**src/rtl/seq_alu_pkg.sv**
```systemverilog
// seq_alu_pkg: opcodes, FSM states and helpers shared by seq_alu and its mul/div engine
package seq_alu_pkg;
  localparam int OPW = 4;
  localparam logic [OPW-1:0] OP_AND   = 4'b0000;
  localparam logic [OPW-1:0] OP_OR    = 4'b0001;
  localparam logic [OPW-1:0] OP_ADD   = 4'b0010;
  localparam logic [OPW-1:0] OP_XOR   = 4'b0011;
  localparam logic [OPW-1:0] OP_SLL   = 4'b0100;
  localparam logic [OPW-1:0] OP_SRL   = 4'b0101;
  localparam logic [OPW-1:0] OP_SUB   = 4'b0110;
  localparam logic [OPW-1:0] OP_SLTU  = 4'b0111;
  localparam logic [OPW-1:0] OP_SLT   = 4'b1000;
  localparam logic [OPW-1:0] OP_MUL   = 4'b1001;
  localparam logic [OPW-1:0] OP_MULHU = 4'b1010;
  localparam logic [OPW-1:0] OP_DIVU  = 4'b1011;
  localparam logic [OPW-1:0] OP_NOR   = 4'b1100;
  localparam logic [OPW-1:0] OP_SRA   = 4'b1101;
  localparam logic [OPW-1:0] OP_REMU  = 4'b1110;
  localparam logic [OPW-1:0] OP_RSV   = 4'b1111;
  typedef enum logic [1:0] {ST_IDLE, ST_BUSY, ST_DONE} state_t;
  function automatic logic is_multicycle(input logic [OPW-1:0] op);
    return op inside {OP_MUL, OP_MULHU, OP_DIVU, OP_REMU};
  endfunction
endpackage

```
**src/rtl/seq_alu_muldiv.sv**
```systemverilog
// seq_alu_muldiv: iterative shift-add multiplier / restoring divider, one bit per cycle
module seq_alu_muldiv
  import seq_alu_pkg::*;
#(
  parameter int XLEN = 32
) (
  input  logic            clk,
  input  logic            rst_n,
  input  logic            flush,
  input  logic            start,
  input  logic [OPW-1:0]  op,
  input  logic [XLEN-1:0] a,
  input  logic [XLEN-1:0] b,
  output logic            done,
  output logic [XLEN-1:0] res
);
  localparam int CW = $clog2(XLEN);
  logic [2*XLEN-1:0] acc, acc_d;
  logic [XLEN-1:0] b_q;
  logic [OPW-1:0] op_q;
  logic [CW-1:0] cnt;
  logic run, is_div;
  logic [XLEN:0] sum, trial, diff;
  // acc holds {accumulator, multiplier} for mul and {remainder, dividend/quotient} for div
  always_comb begin
    is_div = op_q == OP_DIVU || op_q == OP_REMU;
    sum = {1'b0, acc[2*XLEN-1:XLEN]} + (acc[0] ? {1'b0, b_q} : '0);
    trial = acc[2*XLEN-1:XLEN-1];
    diff = trial - {1'b0, b_q};
    acc_d = !is_div ? {sum, acc[XLEN-1:1]} :
            diff[XLEN] ? {trial[XLEN-1:0], acc[XLEN-2:0], 1'b0} :
                         {diff[XLEN-1:0], acc[XLEN-2:0], 1'b1};
  end
  assign done = run && cnt == '0;
  assign res = (op_q == OP_MUL || op_q == OP_DIVU) ? acc_d[XLEN-1:0] : acc_d[2*XLEN-1:XLEN];
  always_ff @(posedge clk)
    if (!rst_n) begin
      run <= 1'b0;
      cnt <= '0;
      acc <= '0;
      b_q <= '0;
      op_q <= OP_AND;
    end else if (flush) begin
      run <= 1'b0;
      cnt <= '0;
    end else if (start) begin
      run <= 1'b1;
      cnt <= CW'(XLEN - 1);
      acc <= {{XLEN{1'b0}}, a};
      b_q <= b;
      op_q <= op;
    end else if (run) begin
      acc <= acc_d;
      cnt <= cnt - CW'(1);
      run <= cnt != '0;
    end
endmodule

```
**src/rtl/seq_alu.sv**
```systemverilog
// seq_alu: multi-cycle execute-stage ALU with valid/ready handshake; SEQ_ALU_MULDIV_EN enables iterative mul/div
module seq_alu
  import seq_alu_pkg::*;
#(
  parameter int XLEN = 32,
  parameter int OPW = seq_alu_pkg::OPW
) (
  input  logic            clk,
  input  logic            rst_n,
  input  logic            in_valid,
  output logic            in_ready,
  input  logic [XLEN-1:0] r1,
  input  logic [XLEN-1:0] r2,
  input  logic [OPW-1:0]  alu_op,
  input  logic            flush,
  output logic            out_valid,
  input  logic            out_ready,
  output logic [XLEN-1:0] result,
  output logic            zero,
  output logic            busy
);
  localparam int SHW = $clog2(XLEN);
  state_t state, state_d;
  logic accept, start, md_done, wr;
  logic [XLEN-1:0] alu_res, md_res, wr_res;
  logic [SHW-1:0] sh;
  assign sh = r2[SHW-1:0];
  assign in_ready = state == ST_IDLE;
  assign out_valid = state == ST_DONE;
  assign accept = in_valid && in_ready && !flush;
`ifdef SEQ_ALU_MULDIV_EN
  // divide by zero resolves in the single-cycle path
  assign start = accept && is_multicycle(alu_op) &&
                 !((alu_op == OP_DIVU || alu_op == OP_REMU) && r2 == '0);
  assign busy = state == ST_BUSY;
  seq_alu_muldiv #(.XLEN(XLEN)) u_muldiv (
    .clk(clk),
    .rst_n(rst_n),
    .flush(flush),
    .start(start),
    .op(alu_op),
    .a(r1),
    .b(r2),
    .done(md_done),
    .res(md_res)
  );
`else
  assign start = 1'b0;
  assign busy = 1'b0;
  assign md_done = 1'b0;
  assign md_res = '0;
`endif
  always_comb begin
    alu_res = '0;
    case (alu_op)
      OP_AND:  alu_res = r1 & r2;
      OP_OR:   alu_res = r1 | r2;
      OP_ADD:  alu_res = r1 + r2;
      OP_XOR:  alu_res = r1 ^ r2;
      OP_SLL:  alu_res = r1 << sh;
      OP_SRL:  alu_res = r1 >> sh;
      OP_SUB:  alu_res = r1 - r2;
      OP_SLTU: alu_res = {{(XLEN-1){1'b0}}, r1 < r2};
      OP_SLT:  alu_res = {{(XLEN-1){1'b0}}, $signed(r1) < $signed(r2)};
      OP_NOR:  alu_res = ~(r1 | r2);
      OP_SRA:  alu_res = $signed(r1) >>> sh;
`ifdef SEQ_ALU_MULDIV_EN
      OP_DIVU: alu_res = '1;
      OP_REMU: alu_res = r1;
`endif
      default: alu_res = '0;
    endcase
  end
  always_comb begin
    state_d = state;
    if (flush) state_d = ST_IDLE;
    else
      case (state)
        ST_IDLE: if (in_valid) state_d = start ? ST_BUSY : ST_DONE;
`ifdef SEQ_ALU_MULDIV_EN
        ST_BUSY: if (md_done) state_d = ST_DONE;
`endif
        ST_DONE: if (out_ready) state_d = ST_IDLE;
        default: state_d = ST_IDLE;
      endcase
  end
  always_ff @(posedge clk)
    if (!rst_n) state <= ST_IDLE;
    else state <= state_d;
  assign wr = (accept && !start) || (md_done && !flush);
  assign wr_res = accept ? alu_res : md_res;
  always_ff @(posedge clk)
    if (!rst_n) begin
      result <= '0;
      zero <= 1'b1;
    end else if (wr) begin
      result <= wr_res;
      zero <= wr_res == '0;
    end
endmodule

```
**config.mk**
```make
export PLATFORM = sky130hd
export DESIGN_NAME = seq_alu
export DESIGN_NICKNAME = d
export VERILOG_FILES = /design/src/rtl/seq_alu_pkg.sv /design/src/rtl/seq_alu_muldiv.sv /design/src/rtl/seq_alu.sv
export SDC_FILE = /design/constraint.sdc
export NUM_CORES = 1
export LEC_CHECK = 0
export CAP_MARGIN = 20
export CORE_UTILIZATION = 30
export CTS_BUF_LIST = sky130_fd_sc_hd__clkbuf_4 sky130_fd_sc_hd__clkbuf_8 sky130_fd_sc_hd__clkbuf_16
export DETAILED_ROUTE_END_ITERATION = 16
export SLEW_MARGIN = 10
export SYNTH_ARGS = -nofsm -noshare
export SYNTH_HDL_FRONTEND = slang
export SYNTH_SLANG_ARGS = --single-unit
```
**constraint.sdc**
```tcl
create_clock -name clk -period 6 [get_ports clk]
set_clock_uncertainty 0.15 [all_clocks]
set_input_delay 1.2 -clock clk [delete_from_list [all_inputs] [get_ports clk]]
set_output_delay 1.2 -clock clk [all_outputs]
set_load 0.05 [all_outputs]
```
# Word level (Yosys, flattened, before mapping)
# Cells that the tools add are included.
# W data, S select, Z words.
dict set report totals {
  reg_bits 35
  inputBits 73
  out_inout_bits 36
  word_cells 41
}
dict set report op_classes {
  addsub 2
  order_cmp 2
  eq_ne 13
  shift 3
  mux 5
  bitwise 5
  reduce_logical 8
}
# op count
set ops {}
lappend ops {{$pmux W32 S11} 1}
lappend ops {{$lt A32 B32 Y1} 2}
lappend ops {{$add A32 B32 Y32} 1}
lappend ops {{$and A32 B32 Y32} 1}
lappend ops {{$logic_not A32 Y1} 1}
lappend ops {{$mux W32} 1}
lappend ops {{$not A32 Y32} 1}
lappend ops {{$or A32 B32 Y32} 1}
lappend ops {{$shl A32 B5 Y32} 1}
lappend ops {{$shr A32 B5 Y32} 1}
lappend ops {{$sshr A32 B5 Y32} 1}
lappend ops {{$sub A32 B32 Y32} 1}
lappend ops {{$xor A32 B32 Y32} 1}
lappend ops {{$eq A4 B3 Y1 const B} 4}
lappend ops {{$eq A4 B4 Y1 const B} 3}
lappend ops {{$eq A4 B2 Y1 const B} 2}
lappend ops {{$eq A4 B1 Y1 const B} 1}
lappend ops {{$logic_not A4 Y1} 1}
lappend ops {{$mux W2} 2}
lappend ops {{$pmux W2 S2} 1}
lappend ops {{$eq A2 B2 Y1 const B} 1}
lappend ops {{$logic_and A1 B1 Y1} 2}
lappend ops {{$logic_not A2 Y1} 1}
lappend ops {{$ne A2 B1 Y1 const B} 1}
lappend ops {{other kinds (5)} 5}

# Longest topological paths before layout
dict set report logic_depth {
  depth_word 5
  mapped_depth 16
  depth_no_buf 15
}

# Least setup slack after synthesis
# OpenSTA, ideal clock, no wires.
dict set report synth_timing {
  path_kind {input to register}
  startpoint {input port r2[3]}
  endpoint {register zero}
  arrival_ps 4757
  setup_slack_ps 1035
  cell_stages 16
  path_cell_list {buf_2 -> clkinv_1 -> clkbuf_1 -> clkbuf_1 -> ha_1 -> and3_1 -> a221oi_1 -> nor4b_1 -> nor3_2 -> o21bai_1 -> a41oi_1 -> a211oi_1 -> a211o_1 -> a21o_1 -> o41ai_1 -> a31o_1}
}
dict set report synth_between {
  elab_chain_len 5
}
# item line
set synth_rtl {}
lappend synth_rtl {{start, declared} seq_alu.sv:13} ;# input logic [XLEN-1:0] r2,
lappend synth_rtl {{branches (longest 2 deep; another with $sub A32 B32 Y32)} --}
lappend synth_rtl {{$pmux W32 S11 (*)} seq_alu.sv:55} ;# case (alu_op)
lappend synth_rtl {{$mux W32 (*)} seq_alu.sv:91} ;# assign wr_res = accept ? alu_res : md_res;
lappend synth_rtl {{$logic_not A32 Y1 (*)} seq_alu.sv:98} ;# zero <= wr_res == '0;
lappend synth_rtl {{end signal, assigned} seq_alu.sv:95} ;# zero <= 1'b1;
lappend synth_rtl {{end signal, assigned} seq_alu.sv:98}
lappend synth_rtl {{end, declared} seq_alu.sv:19} ;# output logic zero,
# Every way passes the cells marked *.
# A chain may end at the register's enable or synchronous reset.

# Final worst setup path
dict set report layout_timing {
  startpoint {input port alu_op[2]}
  endpoint {register zero}
}
dict set report layout_between {
  elab_chain_len 4
}
# item line
set layout_rtl {}
lappend layout_rtl {{start, declared} seq_alu.sv:14} ;# input logic [OPW-1:0] alu_op,
lappend layout_rtl {{$eq A4 B4 Y1 (tied with other cells)} seq_alu.sv:55}
lappend layout_rtl {{$pmux W32 S11 (*)} seq_alu.sv:55}
lappend layout_rtl {{$mux W32 (*)} seq_alu.sv:91}
lappend layout_rtl {{$logic_not A32 Y1 (*)} seq_alu.sv:98}
# Mark *: on every way between the ends. The rest lies on a longest branch, timed or not.

==> results.tsv <==
metric	value	unit
status	finished, final reports clean	
numCtsBuffers	5	
cts_resized	0	
synth_cell_type_count	103	
clk_latency	280	ps
ios	109	
finalHoldViolations	0	
fillCellCount	4174	
avgSynthCellArea	6.95	um2
vias	14800	
fin_crit	5670	ps
cp_cell_sequence	clkdlybuf4s50_1, or2_2, nor2_1, a221oi_1, buf_4, o221ai_1, a211oi_1, o21ai_0, buf_4, o21a_1, nor4b_1, nand4_1, nor4_1, a31o_1	
dpl.hpwl	56400	um
min_path_type	reg2reg	
dpl_cell_area	13800	um2
areaGrowthSynthToFinish	19.8	%
total_power	1.80	mW
synth_xor_area_frac	0.0127	
setup_tns	0	ps
worst_slew_pin_slew	992	ps
diodes	0	
ys_ff_latch	34	
drc_errors	0	
clkTransAtPathRegs	50	ps
synth_fa_ha_area_frac	0.109	
path_class	in2reg	
cts_root_buf	clkbuf_16	
slew_headroom	0.329	
setup_viol	0	
wl_per_cell	30.1	um
dp_cells	2300	
post_cts_buffers	0	
grt_pass1_wl	98600	um
crit_family	simple AND/OR/NAND/NOR gates	
rsz0062_at_grt	false	
final_cell_mix	157 x nand2_1, 157 x nor2_1, 131 x a21oi_1	
seq_area_frac_synth	0.0582	
design_area	14000	um2
synth-compound-area-share	0.344	
gp_congestion	1.02	
synth-simple-area-share	0.237	
synthCells	1684	
post-route-period-util	0.945	
synth_nets	1858	
drive_above_1_share	0.136	
maxCapViolCount	0	
power.density	128	nW/um2
async_reset_ff_frac	0	
hold_slack	301	ps
grt_pass1_vias	13700	
critical_path_buf_inv_count	3	
cellLeakagePower	5.57	nW
worstSetupStartpointType	primary input	
std_cell_rows	71	
cts_tree	done	
synth_top_family_by_area	compound AO/OA/AOI/OAI gates	
die-width	199	um
synthMuxAreaShare	0.147	
clk_path_buf_depth	2	
endpoint_kind	flop	
wl	69400	um
crit_arrival	5740	ps
synth_enable_flop_cells	0	
final_cells	2309	
crit_path_max_incr_delay	820	ps
critPathMostFrequentCell	buf_4	
required	6070	ps
final_antenna_net_count	0	
die_area	39800	um2
chipHeight	199	um
finalMaxSlewViolations	0	
synth-main-ff-cell	dfxtp_1	
grt_overflow	0	
antenna_found_initial	2	
hold_buffers	0	
core_area	38000	um2
port_buffers	107	
avgViaCountPerCell	6.42	
htreeDepth	2	
grtUsageTotal	0.343	
yosys_warnings	0	
cp_max_fo	11	
clkSinkCount	34	
firstDrtPassIters	6	
drt-initial-drc-count	1857	
nets	1971	
grt_max_degree	67	
start_util	0.308	
ir_worst_vdd	126	uV
timing.fmax	176	MHz
slowest_stage	clkdlybuf4s50_1	
netlist_area	11700	um2
## synth_stat cells (8+ instances only)
cell      count  area share
and2_1       13      0.0070
buf_1        14      0.0045
nand2b_1     18      0.0096
mux2i_1      68       0.058
a21oi_1     131       0.056
mux2_2       29       0.028
dfxtp_1      34       0.058
a211o_1       9      0.0067
o31ai_1      24       0.015
ha_1         99        0.11
a221oi_1     14       0.010
a21o_1       14      0.0090
or3_1        10      0.0053
inv_1       102       0.033
o211ai_1     33       0.021
o21ai_0     109       0.047
nor4_1       21       0.011
a31oi_1      28       0.015
o22ai_1      24       0.013
nor3_1       32       0.014
xnor2_1      16       0.012
buf_6         9      0.0087
mux4_2       30       0.058
and3_1        8      0.0043
nand2_1     157       0.050
nand4_1      15      0.0080
a22oi_1      35       0.022
clkbuf_1     66       0.021
a211oi_1     24       0.015
o21a_1       12      0.0077
nor2_1      157       0.050
nor2b_1      28       0.015
o21bai_1     11      0.0071
nand3_1      48       0.021
o221ai_1     18       0.013
buf_2        39       0.017
## sequential cells by signal (all words and copies together) (netlist names)
register and count:
result 32, state 1, zero 1
## tightest hold or removal path: stages (launching register included)
cell and delay (ps):
dfxtp_1 300, nand2_1 50, a21oi_1 50
## where the power goes
group	switching [mW]	leakage (nW)	internal [mW]	total, mW
combinational	0.831	5.22	0.448	1.28
clock	0.0933	0.0832	0.188	0.281
sequential	0.00527	0.276	0.235	0.241
total	0.930	5.57	0.871	1.80
## kinds of logic after synthesis
| family | Yosys count |
|---|---|
| AO/OA/AOI/OAI | 592 |
| multiplexers | 130 |
| other | 1 |
| AND/OR/NAND/NOR | 565 |
| XOR/XNOR | 17 |
| adder cells (fa/ha/maj) | 101 |
| flip-flops | 34 |
| buffers and inverters | 244 |
## metal layers
layer / vias up / track usage / share of wire
met5: - / 0 / 0.00016
met4: 2 / 0.137 / 0.048
met1: 7260 / 0.487 / 0.44
met2: 882 / 0.521 / 0.43
li1: 6558 / - / -
met3: 129 / 0.0380 / 0.085
## per-stage QoR
step / setup slack [ps] / utilization
2_1_floorplan: 1030 / -
3_3_place_gp: 150 / 0.364
3_5_place_dp: 121 / 0.364
4_1_cts: 387 / 0.369
5_1_grt: 135 / 0.369
6_report: 331 / 0.369
## layout make-up
cell class                      instances  area [um2]  area share
Clock buffer                            8         166      0.0119
Tap cell                              511         639      0.0456
Inverter                              108         405      0.0289
Sequential cell                        34         681      0.0486
Multi-Input combinational cell       1406        9980       0.712
Timing Repair Buffer                  242        2150       0.153
## worst paths after layout
kind | startpoint | endpoint | slack [ps] | cells past startpoint
worst max-delay path | alu_op[2] | zero$_SDFFE_PN1P_ | 330 | 14
worst min-delay path | result[20]$_SDFFE_PN0P_ | result[20]$_SDFFE_PN0P_ | 300 | 2
worst max register to register | state[1]$_SDFFE_PP0P_ | zero$_SDFFE_PN1P_ | 2370 | 10
worst min register to register | result[20]$_SDFFE_PN0P_ | result[20]$_SDFFE_PN0P_ | 300 | 2
(Power assumes the default switching activity.)
